## src/rtl/rs232rx.sv

```systemverilog
// rs232rx - buffered RS-232 receiver with runtime baud divisor, optional
// parity, one or two stop bits, false-start rejection, framing/parity/break
// detection and a show-ahead receive FIFO with a valid/ready interface.
//
// Ports:
//   clock          sole clock, rising edge
//   reset          asynchronous active-high reset, clears all state
//   serial_in      asynchronous serial line, idle high
//   divisor        clocks per bit (>= 4), latched at start-bit detection
//   parity_en      1 = a parity bit follows the data bits
//   parity_odd     1 = odd parity, 0 = even parity
//   two_stop       1 = two stop bits are checked
//   rx_data        head-of-FIFO data word, LSB = first bit received
//   rx_parity_err  head-of-FIFO parity error flag
//   rx_frame_err   head-of-FIFO framing error flag
//   rx_break       head-of-FIFO break flag
//   rx_valid       FIFO not empty
//   rx_ready       consumer takes the head entry when rx_valid & rx_ready
//   overrun        one-cycle pulse when a completed frame is dropped (FIFO full)
//   busy           receiver not idle
module rs232rx #(
    parameter int unsigned DATA_BITS  = 8,
    parameter int unsigned FIFO_DEPTH = 4,
    parameter int unsigned DIV_WIDTH  = 16
) (
    input  logic                 clock,
    input  logic                 reset,
    input  logic                 serial_in,
    input  logic [DIV_WIDTH-1:0] divisor,
    input  logic                 parity_en,
    input  logic                 parity_odd,
    input  logic                 two_stop,
    output logic [DATA_BITS-1:0] rx_data,
    output logic                 rx_parity_err,
    output logic                 rx_frame_err,
    output logic                 rx_break,
    output logic                 rx_valid,
    input  logic                 rx_ready,
    output logic                 overrun,
    output logic                 busy
);

    localparam int unsigned AW = $clog2(FIFO_DEPTH);
    localparam int unsigned EW = DATA_BITS + 3;
    localparam logic [AW:0]           PTR_ONE  = (AW + 1)'(1);
    localparam logic [DIV_WIDTH-1:0]  DIV_ONE  = DIV_WIDTH'(1);
    localparam logic [3:0]            LAST_BIT = 4'(DATA_BITS - 1);

    typedef enum logic [2:0] {
        IDLE, START, DATA, PARITY, STOP1, STOP2, WAIT_HIGH
    } state_t;

    state_t               state;
    logic                 sync1, rxs;
    logic [DIV_WIDTH-1:0] div_q, cnt;
    logic [3:0]           bit_idx;
    logic [DATA_BITS-1:0] shreg;
    logic                 par_err_q, frame_err_q, break_q, par_zero;
    logic                 sample, brk_now;
    logic                 push, pop, full, wr_en;
    logic [EW-1:0]        push_entry, head;
    logic [EW-1:0]        mem [FIFO_DEPTH];
    logic [AW:0]          wr_ptr, rd_ptr;

    // Two-flop synchroniser, reset to the idle (mark) level.
    always_ff @(posedge clock or posedge reset) begin
        if (reset) begin
            sync1 <= 1'b1;
            rxs   <= 1'b1;
        end else begin
            sync1 <= serial_in;
            rxs   <= sync1;
        end
    end

    assign sample  = (cnt == '0);
    // Break: all data zero, parity bit zero (or absent), first stop bit zero.
    assign brk_now = (shreg == '0) && par_zero && !rxs;

    always_ff @(posedge clock or posedge reset) begin
        if (reset) begin
            state       <= IDLE;
            div_q       <= '0;
            cnt         <= '0;
            bit_idx     <= '0;
            shreg       <= '0;
            par_err_q   <= 1'b0;
            frame_err_q <= 1'b0;
            break_q     <= 1'b0;
            par_zero    <= 1'b1;
        end else begin
            // Free-running down-counter; only meaningful while a frame is active.
            if (sample) cnt <= div_q - DIV_ONE;
            else        cnt <= cnt - DIV_ONE;

            case (state)
                IDLE: begin
                    if (!rxs) begin
                        div_q <= divisor;
                        // First sample lands mid start bit.
                        cnt   <= (divisor >> 1) - DIV_ONE;
                        state <= START;
                    end
                end
                START: begin
                    if (sample) begin
                        if (rxs) begin
                            state <= IDLE;
                        end else begin
                            state       <= DATA;
                            bit_idx     <= '0;
                            par_err_q   <= 1'b0;
                            frame_err_q <= 1'b0;
                            break_q     <= 1'b0;
                            par_zero    <= 1'b1;
                        end
                    end
                end
                DATA: begin
                    if (sample) begin
                        shreg   <= {rxs, shreg[DATA_BITS-1:1]};
                        bit_idx <= bit_idx + 4'd1;
                        if (bit_idx == LAST_BIT)
                            state <= parity_en ? PARITY : STOP1;
                    end
                end
                PARITY: begin
                    if (sample) begin
                        par_err_q <= ((^shreg) ^ rxs) != parity_odd;
                        par_zero  <= ~rxs;
                        state     <= STOP1;
                    end
                end
                STOP1: begin
                    if (sample) begin
                        frame_err_q <= ~rxs;
                        break_q     <= brk_now;
                        if (two_stop)  state <= STOP2;
                        else if (rxs)  state <= IDLE;
                        else           state <= WAIT_HIGH;
                    end
                end
                STOP2: begin
                    if (sample)
                        state <= (frame_err_q || !rxs) ? WAIT_HIGH : IDLE;
                end
                WAIT_HIGH: begin
                    // Holds off re-arming until the line returns to mark,
                    // so a long break yields a single entry.
                    if (rxs) state <= IDLE;
                end
                default: state <= IDLE;
            endcase
        end
    end

    assign busy = (state != IDLE);

    // Entry is pushed on the final stop-bit sample cycle itself.
    always_comb begin
        push       = 1'b0;
        push_entry = '0;
        if (sample && state == STOP1 && !two_stop) begin
            push       = 1'b1;
            push_entry = {brk_now, ~rxs, par_err_q, shreg};
        end else if (sample && state == STOP2) begin
            push       = 1'b1;
            push_entry = {break_q, frame_err_q | ~rxs, par_err_q, shreg};
        end
    end

    // Show-ahead FIFO with one extra pointer bit to tell full from empty.
    assign rx_valid = (wr_ptr != rd_ptr);
    assign full     = (wr_ptr[AW] != rd_ptr[AW]) &&
                      (wr_ptr[AW-1:0] == rd_ptr[AW-1:0]);
    assign pop      = rx_valid && rx_ready;
    assign wr_en    = push && (!full || pop);
    assign overrun  = push && full && !pop;

    always_ff @(posedge clock or posedge reset) begin
        if (reset) begin
            wr_ptr <= '0;
            rd_ptr <= '0;
        end else begin
            if (wr_en) wr_ptr <= wr_ptr + PTR_ONE;
            if (pop)   rd_ptr <= rd_ptr + PTR_ONE;
        end
    end

    always_ff @(posedge clock) begin
        if (wr_en) mem[wr_ptr[AW-1:0]] <= push_entry;
    end

    assign head = rx_valid ? mem[rd_ptr[AW-1:0]] : '0;
    assign {rx_break, rx_frame_err, rx_parity_err, rx_data} = head;

endmodule

```

## config.mk

```make
export PLATFORM = sky130hd
export DESIGN_NAME = rs232rx
export DESIGN_NICKNAME = d
export VERILOG_FILES = /design/src/rtl/rs232rx.sv
export SDC_FILE = /design/constraint.sdc
export NUM_CORES = 1
export LEC_CHECK = 0
export CORE_UTILIZATION = 25
export DETAILED_ROUTE_END_ITERATION = 8
export PLACE_DENSITY = 0.39
export SLEW_MARGIN = 10
export SYNTH_ARGS = -nofsm -noshare
export SYNTH_HDL_FRONTEND = slang
export SYNTH_SLANG_ARGS = --single-unit
```

## constraint.sdc

```tcl
create_clock -name clock -period 6.55 [get_ports clock]
set_input_delay 1.965 -clock clock [delete_from_list [all_inputs] [get_ports clock]]
set_output_delay 1.965 -clock clock [all_outputs]
set_load 0.05 [all_outputs]
```

==> results list <==
- Using the TritonRoute via totals, the vias-per-cell ratio works out to 4.60.
- Core Box Area: 0.0205 mm2
* Routed Wire Length: 12300 um
- The first detailed-routing pass took 4 iterations.
* Leakage power summed over all cells: 2.23 nW
* Achievable clock frequency: 0.170 GHz
* Non-filler cells, final: 814
- Once the floorplan was initialized, standard cells occupied 25.9% of the core.
* Clock network latency to the later pin of the worst-skew pair: 0.36 ns
- Maximum resistive drop on vdd: 0.000115 V
- Post-Synth XOR/XNOR Area: 5.61%
* Cell with the biggest individual delay on the critical path: clkdlybuf4s50_1
* Post-route minimum period: 5.87 ns
- Global routing used 12.1% of the available tracks.
* Post-synth design cell area: 0.00531 mm2
* Commonest non-fill, non-tap cell in the layout: nand2_1
- Cell area after layout: 0.00627 mm2
- 0 antenna diodes ended up in the layout.
- Along the worst path, the maximum fanout reaches 3.
- Number of unique standard cell types used by synthesis: 55
- In this run the post-CTS setup repair buffer count came out at 0.
- Vert. Die Dim: 148 um
- Startpoint type of the worst setup path: input pin
- Dominant combinational cell family by area after synthesis: simple AND/OR/NAND/NOR gates
- Req. time, crit path: 4.59 ns
- After the first detailed-routing iteration, the DRC count stood at 240.
- Adder and majority cell fraction of the synthesized area: 2.83%
- For the pin with the worst max-slew slack, the measured transition is 0.846 ns.
- After routing, the total negative slack on setup checks comes to 0 ns.
* Number of flops mapped to enable cells by yosys: 44
- Placed Cells incl. Taps: 798
- Crit path DAT: 3.91 ns
* Post-Route Skew: 0.00600 ns
- The H-tree generated during clock tree synthesis spans 3 levels.
- 37 I/O pins were placed.
* Library cell appearing most often on the critical path: clkdlybuf4s50_1
- Commonest cells after routing, fill and taps aside: nand2_1 (84), dfrtp_1 (56), edfxtp_1 (44)
- Std-Cell Rows: 52
- Fill cells in the final layout number 2140.
- Setup repair after global routing left no endpoint under its margin.
- For this block, the via count after detailed routing is 3743.
* Port Buf Inserts: 36
- The flow ran to the end, and the final reports show no timing, DRC or antenna violations.
* Post-Syn Nets: 543
- Counting instances, the worst hold path has a depth of 0.
- The via count of the first global-routing pass was 3873.
* Type of destination of the critical path: output pin
* Clock edge transition at the registers on the reported setup and hold paths: 0.07 ns
- Once detailed placement completed, the half-perimeter wirelength came to 8580 um.
- Share of flip-flops with an asynchronous set or reset: 57.3%
* Clock buffers created by TritonCTS: 9
* Sequential share of the synthesized area: 52.8%
- At the end of routability-driven placement, the weighted congestion stood at 0.738.
* Buffering stage count on the worst path with inverters included: 2
- Antenna viol nets, final: 0
- In this run, synthesis produced a sequential element count of 103.
* Root buffer cell: clkbuf_16
- Total Die Area: 0.0218 mm2
- Buffers inserted to repair hold after CTS numbered 0.
- The path class of the tightest hold or removal check is reg -> reg.
- Dividing total power by cell area gives a power density of 277 mW/mm2.
- In the finished design, the share of the clock period the worst path needs comes to 89.7%.
- The placed instances occupy a cell area of 0.00596 mm2.
* Normalized max-slew margin: 43.6%
- Synthesized area per cell: 10.5 um2
* Final Hold Viols: 0
* Clock tree from TritonCTS: done
- Yosys printed 0 warnings.
- For this run, design rule violations remaining after detail routing come to 0.
- Chip Width: 148 um
* Number of maximum-capacitance violations: 0
* Endpoints failing setup: 0
- Max stage delay on crit path: 0.80 ns
- Share of the synthesized area in compound gates (AO/OA/AOI/OAI): 10.4%
* Worst setup path category: in -> out
- Counting buffers and inverters, the worst setup path is 4 cells deep.
- Ys flop type: dfrtp_1
- Post-CTS sizing: 0
* Sequence of cells on the critical path: clkdlybuf4s50_1 > nor3_1 > and2_1 > clkdlybuf4s50_1
- Wire length of the first global-routing pass: 20500 um
* CP delay by family, top: buffers and inverters
- Summed over all layers, the global routing overflow is 0.
* Clock Sink Count: 103
- Register-to-Register Path Depth: 11
* Relative area change from synthesis to final layout: 18.2%
* Fraction of final layout cells sized beyond drive strength 1: 9.01%
* Maximum clock insertion buffer count: 2
- The net count of the finished layout is 574.
- After layout, the design draws a total of 1.74 mW.
* Total count of max-transition violations in the final report: 0
- After Yosys synthesis, and, or, nand and nor cells account for 19.9% of the synthesized area.
- After detailed routing, the average wire length per cell comes to 15.1 um.
- Entering global routing, the biggest net connects 60 pins.
- Proportion of synthesized area in mux cells: 5.47%
- Number of antenna violations at the first check in global routing: 0
* Post-synthesis cell count: 508
-- synthesized netlist by cell type (all sizes together) (4+ instances only) --
cell / number / area share [%]
ha: 12 / 2.8
nand2: 84 / 5.9
o31ai: 6 / 0.85
a21oi: 23 / 2.2
xnor2: 20 / 3.3
nor4: 12 / 2.2
edfxtp: 44 / 25
nor2b: 12 / 1.4
clkbuf: 13 / 0.92
nor3: 30 / 3.3
o21ai: 42 / 4.0
buf: 9 / 0.87
mux4: 11 / 4.7
o211ai: 4 / 0.57
xor2: 14 / 2.3
or3: 4 / 0.47
or4: 4 / 0.57
inv: 17 / 1.2
nand3: 6 / 0.66
dfrtp: 56 / 26
nor2: 41 / 2.9
and2: 7 / 0.82
-- layout make-up --
cell class / instances / area [um2] / share of cell area (%)
clock buffer: 9 / 225 / 3.59
clock inverter: 7 / 86.3 / 1.38
inverter: 17 / 63.8 / 1.02
multi-input combinational: 366 / 2350 / 37.5
sequential: 103 / 2800 / 44.6
tap: 270 / 338 / 5.38
timing repair buffer: 42 / 405 / 6.46
-- per-layer routing --
layer,vias to the layer above,global-route usage (%),routed length (um)
li1,1870,-,-
met1,1803,14.9,5610
met2,59,21.1,6130
met3,11,3.27,407
met4,0,2.78,121
met5,-,0,0
-- flip-flops by register name, summed over array words and instances, names as in the netlist --
signal,cells
bit_idx,4
break_q,1
cnt,16
div_q,16
frame_err_q,1
mem,44
par_err_q,1
par_zero,1
rd_ptr,3
rxs,1
shreg,8
state,3
sync1,1
wr_ptr,3
-- through the flow --
step / setup slack [ns] / hold WS (ns) / utilization, %
2_1_floorplan: 1.68 / 0.345 / -
3_3_place_gp: 0.685 / 0.373 / 29.1
3_5_place_dp: 0.682 / 0.371 / 29.1
4_1_cts: 0.678 / 0.382 / 30.6
5_1_grt: 0.627 / 0.391 / 30.6
6_report: 0.677 / 0.392 / 30.6
-- power breakdown --
| group | total, mW | switching [mW] | internal (mW) |
|---|---|---|---|
| Clock | 0.569 | 0.264 | 0.305 |
| Combinational | 0.437 | 0.250 | 0.188 |
| Sequential | 0.729 | 0.0487 | 0.680 |
-- cell families (layout without fill, tap and decap cells) --
family / after synthesis / in the layout
fa+ha+maj: 12 / 12
flops: 103 / 103
xor+xnor: 34 / 34
simple gates: 212 / 212
buf+inv: 39 / 75
mux: 15 / 15
compound gates: 93 / 93
-- path summary, 6_finish.rpt --
check                      slack (ns)     start  endpoint
min in group asynchronous        2.17     reset  div_q[6]
hold / removal                   0.39     sync1       rxs
max in group asynchronous        3.86     reset   cnt[15]
setup / recovery                 0.68  rx_ready   overrun
setup reg to reg                 3.38    cnt[4]   cnt[14]
hold reg to reg                  0.39     sync1       rxs
No activity file was read; power rests on OpenSTA's default activity.
